`config.mk`:
```
export PLATFORM = sky130hd
export DESIGN_NAME = timer_counter
export DESIGN_NICKNAME = d
export VERILOG_FILES = /design/src/rtl/timer_counter.sv
export SDC_FILE = /design/constraint.sdc
export NUM_CORES = 1
export LEC_CHECK = 0
export ABC_AREA = 1
export BUFFER_PORTS_ARGS = -buffer_cell sky130_fd_sc_hd__buf_2
export CAP_MARGIN = 20
export CELL_PAD_IN_SITES_DETAIL_PLACEMENT = 1
export CELL_PAD_IN_SITES_GLOBAL_PLACEMENT = 2
export CORE_MARGIN = 5
export CORE_UTILIZATION = 29
export CTS_CLUSTER_DIAMETER = 100
export DETAILED_ROUTE_END_ITERATION = 10
export PLACE_DENSITY_LB_ADDON = 0.1
export SETUP_SLACK_MARGIN = 0.4
export SYNTH_ARGS = -nofsm -noshare
export SYNTH_HDL_FRONTEND = slang
export SYNTH_SLANG_ARGS = --single-unit
```
`constraint.sdc`:
```
create_clock -name clk -period 1.7 [get_ports clk]
set_clock_uncertainty 0.05 [all_clocks]
set_input_delay 0.17 -clock clk [delete_from_list [all_inputs] [get_ports clk]]
set_output_delay 0.17 -clock clk [all_outputs]
set_load 0.005 [all_outputs]
```
`src/rtl/timer_counter.sv`:
```
// timer_counter: memory-mapped down-counting timer with interrupt request.
// Register map (word offset): 0=CTRL {IM,MODE[1:0],EN}, 1=PRESET, 2=COUNT (read-only), 3=reserved.
// Optional build macro TIMER_PRESCALE_EN: the count advances only once every PRESCALE cycles.
module timer_counter #(
  parameter int unsigned WIDTH    = 32,
  parameter int unsigned PRESCALE = 4
) (
  input  logic        clk,
  input  logic        reset,
  input  logic [1:0]  addr,
  input  logic        we,
  input  logic [31:0] wdata,
  output logic [31:0] rdata,
  output logic        irq
);

  localparam int unsigned CTRL_W = 4;
  localparam logic [1:0]  ADDR_CTRL   = 2'd0;
  localparam logic [1:0]  ADDR_PRESET = 2'd1;
  localparam logic [1:0]  ADDR_COUNT  = 2'd2;

  // CTRL field positions
  localparam int unsigned CTRL_EN = 0;
  localparam int unsigned CTRL_IM = 3;

  typedef enum logic [1:0] {
    ST_IDLE = 2'd0,
    ST_LOAD = 2'd1,
    ST_CNT  = 2'd2,
    ST_INT  = 2'd3
  } state_e;

  // Elaboration-time sanity check on the prescale divisor
  if (PRESCALE < 1) begin : g_prescale_chk
    $error("timer_counter: PRESCALE must be >= 1");
  end

  state_e             state_q, state_d;
  logic [CTRL_W-1:0]  ctrl_q, ctrl_d;
  logic [WIDTH-1:0]   preset_q, preset_d;
  logic [WIDTH-1:0]   count_q, count_d;
  logic               flag_q, flag_d;

  logic               ctrl_wr_c;
  logic               preset_wr_c;
  logic               auto_reload_c;
  logic               tick_c;
  logic               en_clr_c;
  logic               flag_set_c;

  assign ctrl_wr_c     = we && (addr == ADDR_CTRL);
  assign preset_wr_c   = we && (addr == ADDR_PRESET);
  // MODE 1x falls back to one-shot, so only 01 reloads
  assign auto_reload_c = (ctrl_q[2:1] == 2'b01);

`ifdef TIMER_PRESCALE_EN
  localparam int unsigned     PS_W    = (PRESCALE > 1) ? $clog2(PRESCALE) : 1;
  localparam logic [PS_W-1:0] PS_LAST = PS_W'(PRESCALE - 1);

  logic [PS_W-1:0] ps_q, ps_d;

  assign tick_c = (ps_q == PS_LAST);

  // Prescale counter runs only while staying in CNT; wraps to 0 on each tick
  always_comb begin
    ps_d = '0;
    if ((state_q == ST_CNT) && (state_d == ST_CNT) && !tick_c) begin
      ps_d = ps_q + PS_W'(1);
    end
  end

  // Prescale counter register
  always_ff @(posedge clk or negedge reset) begin
    if (!reset) begin
      ps_q <= '0;
    end else begin
      ps_q <= ps_d;
    end
  end
`else
  // Without prescaling every CNT cycle is a tick
  assign tick_c = 1'b1;
`endif

  // FSM next-state and count update; raises side-effect strobes for CTRL/flag
  always_comb begin
    state_d    = state_q;
    count_d    = count_q;
    en_clr_c   = 1'b0;
    flag_set_c = 1'b0;
    case (state_q)
      ST_IDLE: begin
        if (ctrl_q[CTRL_EN]) begin
          state_d = ST_LOAD;
        end
      end
      ST_LOAD: begin
        count_d = preset_q;
        state_d = ST_CNT;
      end
      ST_CNT: begin
        if (!ctrl_q[CTRL_EN]) begin
          state_d = ST_IDLE;
        end else if (tick_c) begin
          // A count of 0 or 1 both expire here, so P=0 behaves as P=1 and never wraps
          if (count_q > WIDTH'(1)) begin
            count_d = count_q - WIDTH'(1);
          end else begin
            count_d = '0;
            state_d = ST_INT;
          end
        end
      end
      ST_INT: begin
        flag_set_c = 1'b1;
        if (auto_reload_c) begin
          state_d = ST_LOAD;
        end else begin
          en_clr_c = 1'b1;
          state_d  = ST_IDLE;
        end
      end
      default: begin
        state_d = ST_IDLE;
      end
    endcase
  end

  // Software-visible register updates; a CTRL write overrides the hardware EN clear,
  // while a flag set from INT overrides the clear caused by that same CTRL write
  always_comb begin
    ctrl_d = ctrl_q;
    if (en_clr_c) begin
      ctrl_d[CTRL_EN] = 1'b0;
    end
    if (ctrl_wr_c) begin
      ctrl_d = wdata[CTRL_W-1:0];
    end

    flag_d = flag_q;
    if (ctrl_wr_c) begin
      flag_d = 1'b0;
    end
    if (flag_set_c) begin
      flag_d = 1'b1;
    end

    preset_d = preset_q;
    if (preset_wr_c) begin
      preset_d = WIDTH'(wdata);
    end
  end

  // State and register file
  always_ff @(posedge clk or negedge reset) begin
    if (!reset) begin
      state_q  <= ST_IDLE;
      ctrl_q   <= '0;
      preset_q <= '0;
      count_q  <= '0;
      flag_q   <= 1'b0;
    end else begin
      state_q  <= state_d;
      ctrl_q   <= ctrl_d;
      preset_q <= preset_d;
      count_q  <= count_d;
      flag_q   <= flag_d;
    end
  end

  // Zero-latency read mux, narrower fields zero-extended
  always_comb begin
    rdata = '0;
    case (addr)
      ADDR_CTRL:   rdata = 32'(ctrl_q);
      ADDR_PRESET: rdata = 32'(preset_q);
      ADDR_COUNT:  rdata = 32'(count_q);
      default:     rdata = '0;
    endcase
  end

  // Interrupt request is the sticky flag gated by the mask bit
  assign irq = flag_q & ctrl_q[CTRL_IM];

endmodule

```
* Word-level counts from Yosys, hierarchy flattened *
Cells that the tools add are included.

word-level totals
  register bits after elaboration = 71
  input bits = 37
  output and inout bits = 33
  logic and storage cells = 43

cells by class
  add/subtract/negate cells = 1
  magnitude comparators = 1
  equal/unequal tests = 9
  multiplexer cells = 16
  bitwise operators = 1
  reductions and logical operators = 9

operators by type and width
  kind                                                             count
  case mux 32 bit (3 select lines)                                 1
  2-to-1 mux 32 bit                                                2
  case mux 32 bit (2 select lines)                                 1
  greater-than comparator 32 x 1 -> 1 bit (second input constant)  1
  subtractor 32 x 1 -> 32 bit (second input constant)              1
  2-to-1 mux 1 bit                                                 8
  case mux 2 bit (4 select lines)                                  1
  equality test 2 x 1 -> 1 bit (second input constant)             3
  equality test 2 bit (second input constant)                      3
  2-to-1 mux 2 bit                                                 3
  nonzero test 2 bit                                               3
  zero test 2 bit                                                  2
  inequality test 2 bit (second input constant)                    2
  AND reduction 2 bit                                              2
  inequality test 3 bit (second input constant)                    1
  logical AND 1 bit                                                2
  AND 1 bit                                                        1

* Longest topological paths before layout *
  word-level depth = 5
  gate-level depth with buffers = 13
  gate-level depth less buffers = 13

* Worst setup path before layout *
Ideal clock, no wire load.

  path kind = register to register
  start point = register count_q[0]
  end point = register count_q[28]
  setup time = 66 ps
  data arrival time = 1,548 ps
  required time = 1,584 ps
  setup slack = 36 ps
  stages on the path, launching flop included = 13
  buffers on the path = 1
  period minus slack after synthesis = 1,664 ps
  path through = dfrtp_1 -> inv_1 -> ha_1 -> o21ai_0 -> nor2_1 -> nand2_2 -> nor2_2 -> nor2_4 -> buf_6 -> nand3_2 -> nand2_1 -> nand2_1 -> nand2_1

between the ends
  cells in the longest elaborated chain, start to end = 4
  elaborated cells between the ends (all ways) = 5
  classes of those cells = add/sub (1); order compare (1); mux (3)

ends and longest elaborated chain
  element                                                                                 line      text
  from (decl)                                                                             41        logic [WIDTH-1:0] count_q, count_d;
  from (signal assigned)                                                                  166       count_q <= count_d;
  subtractor 32 x 1 -> 32 bit or greater-than comparator 32 x 1 -> 1 bit (tied branches)  107, 106
  2-to-1 mux 32 bit (*)                                                                   106       if (count_q > WIDTH'(1)) begin
  2-to-1 mux 32 bit (*)                                                                   102       if (!ctrl_q[CTRL_EN]) begin
  case mux 32 bit (2 select lines) (*)                                                    91        case (state_q)

Every way passes the cells marked *; elsewhere a longest branch is shown, timed or not. The select of a mux whose other input is x is not followed.
A chain may end at the register's enable or synchronous reset.

* Final worst setup path *
  start point = register count_q[17]
  end point = register count_q[16]

between the ends
  cells in the longest elaborated chain, start to end = 4

ends and longest elaborated chain
  element                                  line
  greater-than comparator 32 x 1 -> 1 bit  106
  2-to-1 mux 32 bit                        106
  2-to-1 mux 32 bit                        102
  case mux 32 bit (2 select lines)         91

No other way between the ends. The select of a mux whose other input is x is not followed.

==> flow_summary_export.csv <==
group,metric,value,unit
pwr,ir_worst_vdd,0.619,mV
sta,worstMarginPinSlew,0.516,ns
clock_tree,htree_levels,3,
synthesis,synth_area_leaders,"dfrtp_1 (40%), nand2_1 (21%), nor2_1 (5.3%)",
outcome,outcome,"finished with violations",
global_routing,antenna_found_initial,0,
sta,hold_viol,0,
clock_tree,clock_latency,0.34,ns
synthesis,synth_area_leader_cell,"dfrtp_1",
place,hpwl,12.0,mm
drt,dr.pass1.iters,4,
floorplan,die_w,134,um
floorplan,fp.coreArea,15100,um^2
synthesis,synth_top_family_by_area,"simple AND/OR/NAND/NOR gates",
setup_path,cpLargestDelayFamily,"simple AND/OR/NAND/NOR gates",
synthesis,synth_cells,625,
setup_path,crit_chain,"nor2_2 > nand2_2 > nor2_4 > nand2_4 > o21ai_4 > buf_12 > buf_4 > o21ai_2 > nand2_1 > nand2_1",
drt,drt_wl_total,16.4,mm
outcome,failed_checks,"setup timing",
floorplan,rows,45,
setup_path,end_kind,"register",
synthesis,synth_compound_area_frac,0.106,
clock_tree,cts_buffers,9,
drt,drc_errors,0,
setup_path,crit_type,"register to register",
global_routing,grt_max_degree,36,
sta,final-setup-viol-count,14,
global_routing,grt_pass1_vias,5117,
sta,fin_tns_setup,-0.655,ns
pwr,p_total,0.0113,W
clock_tree,clockBufferDepth,2,
synthesis,seq_area_frac_synth,0.401,
synthesis,ys.flop_type,"dfrtp_1",
pwr,power.density,1650,nW/um^2
flow_run,maxCapViolations,0,
finish,n_antenna_cell,0,
synthesis,yosys.area_share.simple,0.342,
sta,rsz0062_at_grt,"true",
clock_tree,path_clk_slew,0.06,ns
setup_path,cp-start-kind,"register",
sta,fin_ws,-0.0793,ns
place,placed_area,5580,um^2
global_routing,grtUsageMet1,0.227,
finish,drive_gt1_frac,0.468,
setup_path,critPathSlowestCell,"dfrtp_1",
setup_path,path_common_cell,"nand2_1",
place,place.gp.congestion,0.842,
synthesis,yosysWarnings,0,
sta,min_period,1.78,ns
synthesis,synth_xor_area_frac,0.0277,
finish,stdcell_area,6840,um^2
floorplan,initial_core_util,0.294,
floorplan,die_h,134,um
finish,nFillCells,1872,
place,dpl.cell_count,937,
global_routing,grt_pass1_wl,26.5,mm
pwr,p_leak,3.38,nW
min_path,hp-class,"input port to register",
drt,vias,4671,
sta,max_freq,562,MHz
sta,final-max-slew-violation-count,0,
global_routing,globalRouteMet3Util,0.0279,
drt,wire_per_inst,16.6,um
setup_path,path_buf_inv,2,
floorplan,dieArea,17900,um^2
finish,area_growth,54.4,%
finish,nNetsFinal,836,
synthesis,synthDominantCellAreaShare,0.401,
finish,final_util,0.453,
synthesis,synth_seq_cells,71,
clock_tree,cts_sinks,71,
synthesis,yosys.area_share.adder,0.00565,
synthesis,synth_edf_count,0,
synthesis,netlist_area,4430,um^2
drt,drtAntennaViolNets,0,
sta,slew_headroom,0.656,
setup_path,crit_required,1.88,ns
synthesis,avgSynthCellArea,7.09,um^2
clock_tree,cts_tree,"yes",
global_routing,grtUsageTotal,0.188,
global_routing,top_usage_layer,"met2",
setup_path,crit_arrival,1.96,ns
clock_tree,clock-root-buffer,"clkbuf_16",
finish,instances_no_fill,990,
global_routing,use_met2,0.347,
setup_path,r2r_slack,-0.08,ns
synthesis,syn-num-nets,664,
synthesis,ys_async_sr_fraction,1.00,
synthesis,synth.distinct_cells,27,
drt,via_per_inst,4.72,
synthesis,synthMuxAreaShare,0.0457,
global_routing,overflow,0,
floorplan,io_pins,70,
sta,finalCritPeriodShare,1.05,
drt,drtIter0Drc,145,
setup_path,cp_max_fo,7,
setup_path,max_stage_delay,0.42,ns
place,io_buffers,69,
power breakdown:
group	internal, W	switching (W)	total, W	leakage, nW
registers	0.00226	0.000603	0.00286	0.850
clock network	0.000990	0.000735	0.00172	0.122
logic	0.00308	0.00360	0.00669	2.41
total	0.00633	0.00494	0.0113	3.38
area by class of cell:
cell class	instances	area (um^2)	area share
multi-input combinational	476	2800	0.410
sequential	71	1790	0.261
timing repair buffer	181	1500	0.219
inverter	58	263	0.0384
clock buffer	15	248	0.0362
tap	188	235	0.0344
clock inverter	1	5.00	0.000732
layer usage:
layer / wire [um] / vias to the layer above
met3: 479 / 15
li1: - / 2324
met1: 6970 / 2272
met2: 8620 / 60
met4: 331 / 0
met5: 0 / -
what timing repair did:
action                     in CTS  in global routing
buffers inserted               20                 11
hold buffers                    5                  0
gates cloned                    1                  0
gates resized for setup       165                 76
pin swaps                      34                 23
hold endpoints to repair       21                  0
setup endpoints to repair      65                 64
cell families after synthesis:
kind of cell	after synthesis
buffers and inverters	78
adder cells (fa/ha/maj)	2
AND/OR/NAND/NOR	362
multiplexers	18
AO/OA/AOI/OAI	80
XOR/XNOR	14
flip-flops	71
cell usage in the layout, fill, tap and decap left out, drive strengths merged:
cell type	Yosys	routed
o21ai	54	54
nand4	4	4
o211ai	4	4
ha	2	2
buf	8	176
clkbuf	12	15
mux2	18	18
xor2	13	13
clkinv	1	1
dlygate4sd3	0	5
dfrtp	71	71
nand2	257	257
inv	57	58
o22ai	10	10
xnor2	1	1
nor2	80	80
a21oi	12	12
nor3	1	1
nand3	20	20
flip-flops by register name, summed over array words and instances (netlist names):
name,count
flag_q,1
state_q,2
count_q,32
preset_q,32
ctrl_q,4
worst register-to-register path: stages, from the launching register on:
cell and delay (ns):
dfrtp_1 0.42, nor2_2 0.16, nand2_2 0.10, nor2_4 0.16
nand2_4 0.09, o21ai_4 0.22, buf_12 0.18, buf_4 0.12
o21ai_2 0.05, nand2_1 0.06, nand2_1 0.06
path summary, 6_finish.rpt:
| check | start | to | cells after the start |
|---|---|---|---|
| min | wdata[23] | preset_q[23] | 2 |
| min reg2reg | flag_q | flag_q | 2 |
| min in group asynchronous | reset | count_q[15] | 2 |
| max | count_q[17] | count_q[16] | 10 |
| max reg2reg | count_q[17] | count_q[16] | 10 |
| max in group asynchronous | reset | count_q[3] | 3 |
cell usage after synthesis (2+ instances only):
cell type,number
o211ai_1,4
buf_6,2
buf_2,6
ha_1,2
inv_1,55
nand3_1,14
a21oi_1,12
nand2_1,245
mux2_2,18
inv_2,2
nand4_1,4
nand3_2,6
o22ai_1,10
xor2_1,13
dfrtp_1,71
nand2_2,12
nor2_2,13
nor2_4,4
o21ai_2,10
o21ai_0,42
nor2_1,63
clkbuf_1,12
stage by stage:
stage | hold slack, ns | setup slack, ns
after floorplan | -0.176 | 0.0919
after global placement | 0.126 | -0.170
after detailed placement | 0.125 | -0.217
after CTS | 0.000442 | -0.0310
after global routing | 0.0121 | -0.177
final | 0.00802 | -0.0793
Power figures use the tool's default switching activity.
